## src/rtl/div_unit.sv

```systemverilog
// rtl/div_unit.sv - 32-bit signed/unsigned restoring divider, {remainder, quotient} result
// Optional build macro: DIV_EARLY_OUT_EN (skip iterations when |dividend| < |divisor|)
module div_unit (
   input  logic        clk,
   input  logic        rst,
   input  logic        signed_div_i,
   input  logic [31:0] opdata1_i,
   input  logic [31:0] opdata2_i,
   input  logic        start_i,
   input  logic        annul_i,
   output logic [63:0] result_o,
   output logic        ready_o
);

   localparam logic [1:0] S_IDLE = 2'd0;
   localparam logic [1:0] S_DBZ  = 2'd1;
   localparam logic [1:0] S_ON   = 2'd2;
   localparam logic [1:0] S_END  = 2'd3;

   logic [1:0]  r_state;
   logic [5:0]  r_cnt;
   logic [31:0] r_rem;      // partial remainder magnitude
   logic [31:0] r_quo;      // dividend bits shift out the top, quotient bits shift in
   logic [31:0] r_dvs;      // divisor magnitude
   logic        r_neg_q;
   logic        r_neg_r;
   logic [63:0] r_final;    // result presented while END holds

   logic [31:0] w_mag1;
   logic [31:0] w_mag2;
   logic [32:0] w_shift;
   logic [32:0] w_diff;
   logic [31:0] w_q_fix;
   logic [31:0] w_r_fix;
   logic        w_early;

   // Operand magnitudes; 0x80000000 negates to itself, which is 2^31 unsigned
   assign w_mag1 = (signed_div_i && opdata1_i[31]) ? (~opdata1_i + 32'd1) : opdata1_i;
   assign w_mag2 = (signed_div_i && opdata2_i[31]) ? (~opdata2_i + 32'd1) : opdata2_i;

   // One restoring step: bit 32 of the difference is the borrow
   assign w_shift = {r_rem, r_quo[31]};
   assign w_diff  = w_shift - {1'b0, r_dvs};

   assign w_q_fix = r_neg_q ? (~r_quo + 32'd1) : r_quo;
   assign w_r_fix = r_neg_r ? (~r_rem + 32'd1) : r_rem;

`ifdef DIV_EARLY_OUT_EN
   assign w_early = (w_mag1 < w_mag2);
`else
   assign w_early = 1'b0;
`endif

   // Divider state machine, datapath and registered outputs
   always_ff @(posedge clk) begin
      if (rst) begin
         r_state  <= S_IDLE;
         r_cnt    <= 6'd0;
         r_rem    <= 32'd0;
         r_quo    <= 32'd0;
         r_dvs    <= 32'd0;
         r_neg_q  <= 1'b0;
         r_neg_r  <= 1'b0;
         r_final  <= 64'd0;
         result_o <= 64'd0;
         ready_o  <= 1'b0;
      end else begin
         case (r_state)
            S_IDLE: begin
               ready_o  <= 1'b0;
               result_o <= 64'd0;
               if (start_i) begin
                  r_rem   <= 32'd0;
                  r_quo   <= w_mag1;
                  r_dvs   <= w_mag2;
                  r_neg_q <= signed_div_i & (opdata1_i[31] ^ opdata2_i[31]);
                  r_neg_r <= signed_div_i & opdata1_i[31];
                  r_cnt   <= 6'd0;
                  if (opdata2_i == 32'd0) begin
                     r_final <= 64'd0;
                     r_state <= S_DBZ;
                  end else if (w_early) begin
                     // quotient 0, remainder is the dividend itself (sign included)
                     r_final <= {opdata1_i, 32'h0};
                     r_state <= S_END;
                  end else begin
                     r_state <= S_ON;
                  end
               end
            end
            S_DBZ: begin
               r_state <= annul_i ? S_IDLE : S_END;
            end
            S_ON: begin
               if (annul_i) begin
                  r_state <= S_IDLE;
               end else if (r_cnt == 6'd32) begin
                  r_final  <= {w_r_fix, w_q_fix};
                  result_o <= {w_r_fix, w_q_fix};
                  ready_o  <= 1'b1;
                  r_state  <= S_END;
               end else begin
                  if (!w_diff[32]) begin
                     r_rem <= w_diff[31:0];
                     r_quo <= {r_quo[30:0], 1'b1};
                  end else begin
                     r_rem <= w_shift[31:0];
                     r_quo <= {r_quo[30:0], 1'b0};
                  end
                  r_cnt <= r_cnt + 6'd1;
               end
            end
            S_END: begin
               if (start_i) begin
                  ready_o  <= 1'b1;
                  result_o <= r_final;
               end else begin
                  ready_o  <= 1'b0;
                  result_o <= 64'd0;
                  r_state  <= S_IDLE;
               end
            end
            default: r_state <= S_IDLE;
         endcase
      end
   end

endmodule

```

## config.mk

```make
export PLATFORM = sky130hd
export DESIGN_NAME = div_unit
export DESIGN_NICKNAME = d
export VERILOG_FILES = /design/src/rtl/div_unit.sv
export SDC_FILE = /design/constraint.sdc
export NUM_CORES = 1
export LEC_CHECK = 0
export BUFFER_PORTS_ARGS = -buffer_cell sky130_fd_sc_hd__buf_2
export CORE_MARGIN = 1.5
export CORE_UTILIZATION = 42
export DETAILED_ROUTE_END_ITERATION = 6
export GPL_ROUTABILITY_DRIVEN = 0
export GPL_TIMING_DRIVEN = 0
export SLEW_MARGIN = 15
export SYNTH_ARGS = -nofsm -noshare
export SYNTH_HDL_FRONTEND = slang
export SYNTH_SLANG_ARGS = --single-unit
```

## constraint.sdc

```tcl
create_clock -name clk -period 8.2 [get_ports clk]
set_input_delay 0.41 -clock clk [delete_from_list [all_inputs] [get_ports clk]]
set_output_delay 0.41 -clock clk [all_outputs]
set_load 0.1 [all_outputs]
```

== Yosys cells after proc, flatten, opt, wreduce, memory -nomap -nowiden ==
Cells that the tools add are included.
Operators by class
  shift-type cells: 0
  multiplexer cells: 36
  add/subtract/negate cells: 6
  $mul: 0
  equality and inequality tests: 11
  reductions and logical operators: 11
  order comparisons: 0
  divide/modulo/power cells: 0
  bitwise operators: 7
Operator list (count)
  32-bit two-way mux: 11
  64-bit two-way mux: 5
  64-bit case mux with 3 select lines: 1
  32-bit by 1-bit adder with 32-bit output (second input constant): 4
  32-bit NOT: 4
  32-bit case mux with 2 select lines: 2
  64-bit case mux with 2 select lines: 1
  33-bit by 32-bit subtractor with 33-bit output: 1
  32-bit logical NOT: 1
  6-bit two-way mux: 3
  2-bit two-way mux: 6
  2-bit != test (second input constant): 6
  6-bit case mux with 2 select lines: 1
  2-bit case mux with 4 select lines: 1
  6-bit by 1-bit adder with 6-bit output (second input constant): 1
  6-bit == test (second input constant): 1
  3-bit AND reduction: 2
  5-bit AND reduction: 1
  2-bit == test (second input constant): 2
  1-bit two-way mux: 4
  4-bit AND reduction: 1
  3-bit != test (second input constant): 1
  1-bit case mux with 3 select lines: 1
  3-bit nonzero test: 1
  other kinds (7): 9
Word-level totals
  input bits: 69
  logic and storage cells: 81
  bits in latches: 0
  flip-flop bits (word level): 235
  output and inout bits: 65
  memory bits (writable): 0
  memory bits (read-only): 0
  memories: 0

== Depth between registers and ports, before layout ==
  depth after elaboration: 6
  depth in mapped cells: 13
  gate-level depth less buffers: 11

== Worst setup path before layout ==
No wires, ideal clock.
  kind: register to register
  from: reg r_quo[31]
  to: reg r_rem[17]
  setup time: 0.079 ns
  clock period less this slack: 3.041 ns
  arrival time: 2.962 ns
  stages on the path, launching flop included: 14
  path slack: 5.159 ns
  path through: dfxtp_1 -> inv_1 -> ha_1 -> fa_1 -> nand2b_1 -> a21o_1 -> a21oi_1 -> a2111oi_1 -> nor3_1 -> or3_1 -> clkbuf_1 -> clkbuf_1 -> nand4_1 -> o211ai_1
Between the ends
  cells in the longest elaborated chain, start to end: 5
Ends and longest elaborated chain
  from (decl): line 23  | logic [31:0] r_quo;
  from (signal assigned): line 74  | r_quo <= w_mag1;
  from (signal assigned): line 105  | r_quo <= {r_quo[30:0], 1'b1};
  from (signal assigned): line 108  | r_quo <= {r_quo[30:0], 1'b0};
  33-bit by 32-bit subtractor with 33-bit output: line 43  | assign w_diff = w_shift - {1'b0, r_dvs};
  32-bit two-way mux: line 103  | if (!w_diff[32]) begin
  32-bit two-way mux: line 97  | end else if (r_cnt == 6'd32) begin
  32-bit two-way mux: line 95  | if (annul_i) begin
  32-bit case mux with 2 select lines: line 68  | case (r_state)
  to (signal assigned): line 104  | r_rem <= w_diff[31:0];
  to (signal assigned): line 107  | r_rem <= w_shift[31:0];
  to (decl): line 22  | logic [31:0] r_rem;
Every way passes these cells. The select of a mux whose other input is x is not followed.
A chain may end at the register's enable or synchronous reset.

== Worst setup path in the final report ==
  from: reg r_quo[31]
  to: reg r_rem[27]
Same word-level chain as after synthesis.

==> results.py <==
metrics = {
    "setup_path": {
        "worst_setup_path_end_kind": "flop",
        "cpLargestDelayFamily": "simple AND/OR/NAND/NOR gates",
        "crit_chain": "inv_1, ha_1, fa_1, nand2b_1, a21o_1, a21oi_1, a2111oi_1, nor3_1, or3_1, clkbuf_1, clkbuf_1, nand4_1, o211ai_1",
        "crit_buf_inv": 3,
        "cp_slowest_cell": "clkbuf_1",
        "max_stage_delay_ns": 0.47,
        "path_class": "reg -> reg",
        "path_common_cell": "clkbuf_1",
        "crit_cells": 13,
        "rr_worst_depth": 13,
        "required_ns": 8.67,
        "crit_fanout": 10,
        "crit_path_start_kind": "flop",
        "worstPathArrival_ns": 4.57,
    },
    "synthesis": {
        "yosysSeqAreaShare_pct": 34.1,
        "ys_ff_latch": 235,
        "synth_edf_count": 0,
        "synth-xor-area-share_pct": 9.13,
        "muxShareOfSynthArea_pct": 1.02,
        "yosys_warnings": 0,
        "synthCells": 1818,
        "synth_compound_area_share_pct": 24.1,
        "synth_top_area_share_pct": 34.1,
        "syn_nets": 1929,
        "synth_cell_types": 71,
        "synthDominantAreaCellType": "dfxtp_1",
        "synthTopCellsByArea": "dfxtp_1 34%, nand2_1 7.1%, a21oi_1 5.6%, nor2_1 5.6%, xor2_1 5.1%",
        "synthSimpleGateAreaFrac_pct": 22.8,
        "yosys.area_share.adder_pct": 3.86,
        "syn_area_um2": 13800,
        "synth_flop_cell": "dfxtp_1",
        "syn_avg_cell_area_um2": 7.60,
        "ys_async_sr_fraction_pct": 0,
        "synth_top_family_by_area": "compound AO/OA/AOI/OAI gates",
    },
    "layout": {
        "fin_nets": 2091,
        "antennaDiodeCount": 0,
        "fill_cells": 3279,
        "synthToLayoutAreaGrowth_pct": 15.4,
        "drive_above_1_share_pct": 10.4,
    },
    "cts": {
        "postCtsHoldBufs": 0,
        "cts_buffer_depth": 3,
        "ctsResizeCount": 0,
        "h-tree-depth": 1,
        "cts_inserted_buffers": 27,
        "cts_setup_buffers": 0,
        "clock-sinks": 235,
        "cts_tree": "built",
        "clock_latency_ns": 0.56,
        "path_clk_slew_ns": 0.06,
        "clock-root-buffer": "clkbuf_16",
    },
    "hold_path": {
        "hp-class": "in -> reg",
        "min_path_cells": 3,
    },
    "power": {
        "finalPower_mw": 4.43,
        "power_leakage_nw": 6.09,
        "max-vdd-ir-drop_v": 0.000184,
        "power_density_nw_per_um2": 278,
    },
    "place": {
        "io_buffers": 133,
        "dp_hpwl_um": 36100,
        "pre_cts_ws_ns": 4.20,
    },
    "flow_run": {
        "maxCapViolations": 0,
    },
    "sta": {
        "max_freq_ghz": 0.244,
        "fin_crit_ns": 4.09,
        "tightest_slew_ns": 1.14,
        "whs_ns": 0.144,
        "finalSetupViolations": 0,
        "fin_crit_sh_pct": 49.9,
        "slew_headroom_pct": 23.2,
        "rsz0062_at_grt": "no",
        "finalHoldViolations": 0,
        "fin_tns_setup_ns": 0,
        "slew_violations": 0,
        "fin_ws_ns": 4.11,
        "fin_worst_skew_ns": 0.0142,
    },
    "route": {
        "ant_nets": 0,
        "via_count": 14000,
        "drc": 0,
        "wl_um": 46100,
        "drt_iter0_markers": 1311,
        "routedWlPerCell_um": 18.9,
        "first_pass_iters": 6,
        "viasPerCell": 5.75,
    },
    "floorplan": {
        "core-area_um2": 32500,
        "dieHeight_um": 184,
        "die_w_um": 184,
        "num_rows": 66,
        "io_pins": 134,
        "start_util_pct": 42.6,
        "fp.dieArea_um2": 34000,
    },
    "global_routing": {
        "grt.overflow.total": 0,
        "grt_start_max_net_pins": 15,
        "grt_pass1_vias": 12700,
        "antenna_found_initial": 0,
        "grt_pass1_wl_um": 71300,
        "grt_usage_pct": 26.6,
    },
    "run_status": {
        "outcome": "completed",
    },
}
-- power by group --
| part | switching [mW] | total [mW] | internal (mW) |
|---|---|---|---|
| registers | 0.110 | 1.36 | 1.25 |
| clock network | 0.497 | 1.23 | 0.734 |
| logic | 1.30 | 1.84 | 0.542 |
-- layout by cell type (no fill, tap or decap), types with 8 or more instances in the layout --
cell and instances:
buf_2 137, a31oi_1 8, xor2_1 80, dfxtp_1 235, ha_1 41, a21oi_1 154
nand2b_1 11, nor2_1 205, mux2i_1 13, o21ai_0 114, inv_1 55, o211ai_1 39
and2_1 14, nand4_1 33, clkbuf_16 27, a222oi_1 26, clkbuf_1 117, buf_1 8
nand3_1 21, a211oi_1 23, nand2_1 261, a311oi_1 11, xnor2_1 64, o31ai_1 28
nor3_1 53, o41ai_1 12, nor4_1 13, a21o_1 21, a22oi_1 24, or4_1 16
or3_1 18
-- per-layer routing --
layer | part of all wire, % | track usage [%] | wire length (µm)
met1 | 47 | 39.2 | 21800
met2 | 42 | 41.0 | 19600
met3 | 8.2 | 3.42 | 3800
met4 | 2.1 | 6.10 | 973
met5 | 0 | 0 | 0
-- logic make-up after synthesis --
| family | after synthesis |
|---|---|
| adder cells (fa/ha/maj) | 42 |
| XOR/XNOR | 144 |
| AO/OA/AOI/OAI | 513 |
| multiplexers | 14 |
| flip-flops | 235 |
| buffers and inverters | 182 |
| AND/OR/NAND/NOR | 688 |
-- tightest hold or removal path: stages --
cell and delay [ns]:
buf_2 0.12, nand2_1 0.06, a21oi_1 0.05
-- final timing paths --
path,slack (ns),start,to
worst max register to register,4.11,r_quo[31],r_rem[27]
worst min register to register,0.45,result_o[50],result_o[50]
worst max-delay path,4.11,r_quo[31],r_rem[27]
worst min-delay path,0.14,opdata2_i[0],r_dvs[0]
-- cells in the mapped netlist (23+ instances only) --
master and instances:
clkbuf_1 112, ha_1 41, inv_1 55, nor3_1 53, xor2_1 80, nand4_1 33
xnor2_1 64, nor2_1 205, o211ai_1 39, a21oi_1 154, o21ai_0 114, a22oi_1 24
o31ai_1 28, a211oi_1 23, a222oi_1 26, nand2_1 261, dfxtp_1 235
-- final cells by class --
cell class / count / area [µm²] / share of cell area (%)
Sequential cell: 235 / 4700 / 29.5
Clock inverter: 9 / 118 / 0.738
Timing Repair Buffer: 133 / 666 / 4.17
Tap cell: 442 / 553 / 3.47
Clock buffer: 39 / 791 / 4.96
Buffer: 126 / 485 / 3.04
Multi-Input combinational cell: 1401 / 8420 / 52.8
Inverter: 56 / 210 / 1.32
-- state kept, by name, indices dropped and copies added, names as in the netlist --
register and flops:
r_quo 32, r_neg_r 1, r_dvs 32, ready_o 1, r_rem 32, r_final 64
result_o 64, r_cnt 6, r_state 2, r_neg_q 1
-- metrics by stage --
step,util [%],std cells,cell area (µm²)
after floorplan,-,1818,13800
after global placement,46.3,2393,15000
after detailed placement,46.3,2393,15000
after CTS,49.1,2441,15900
after global routing,49.1,2441,15900
final,49.1,2441,15900
No activity file was read; power rests on OpenSTA's default activity.
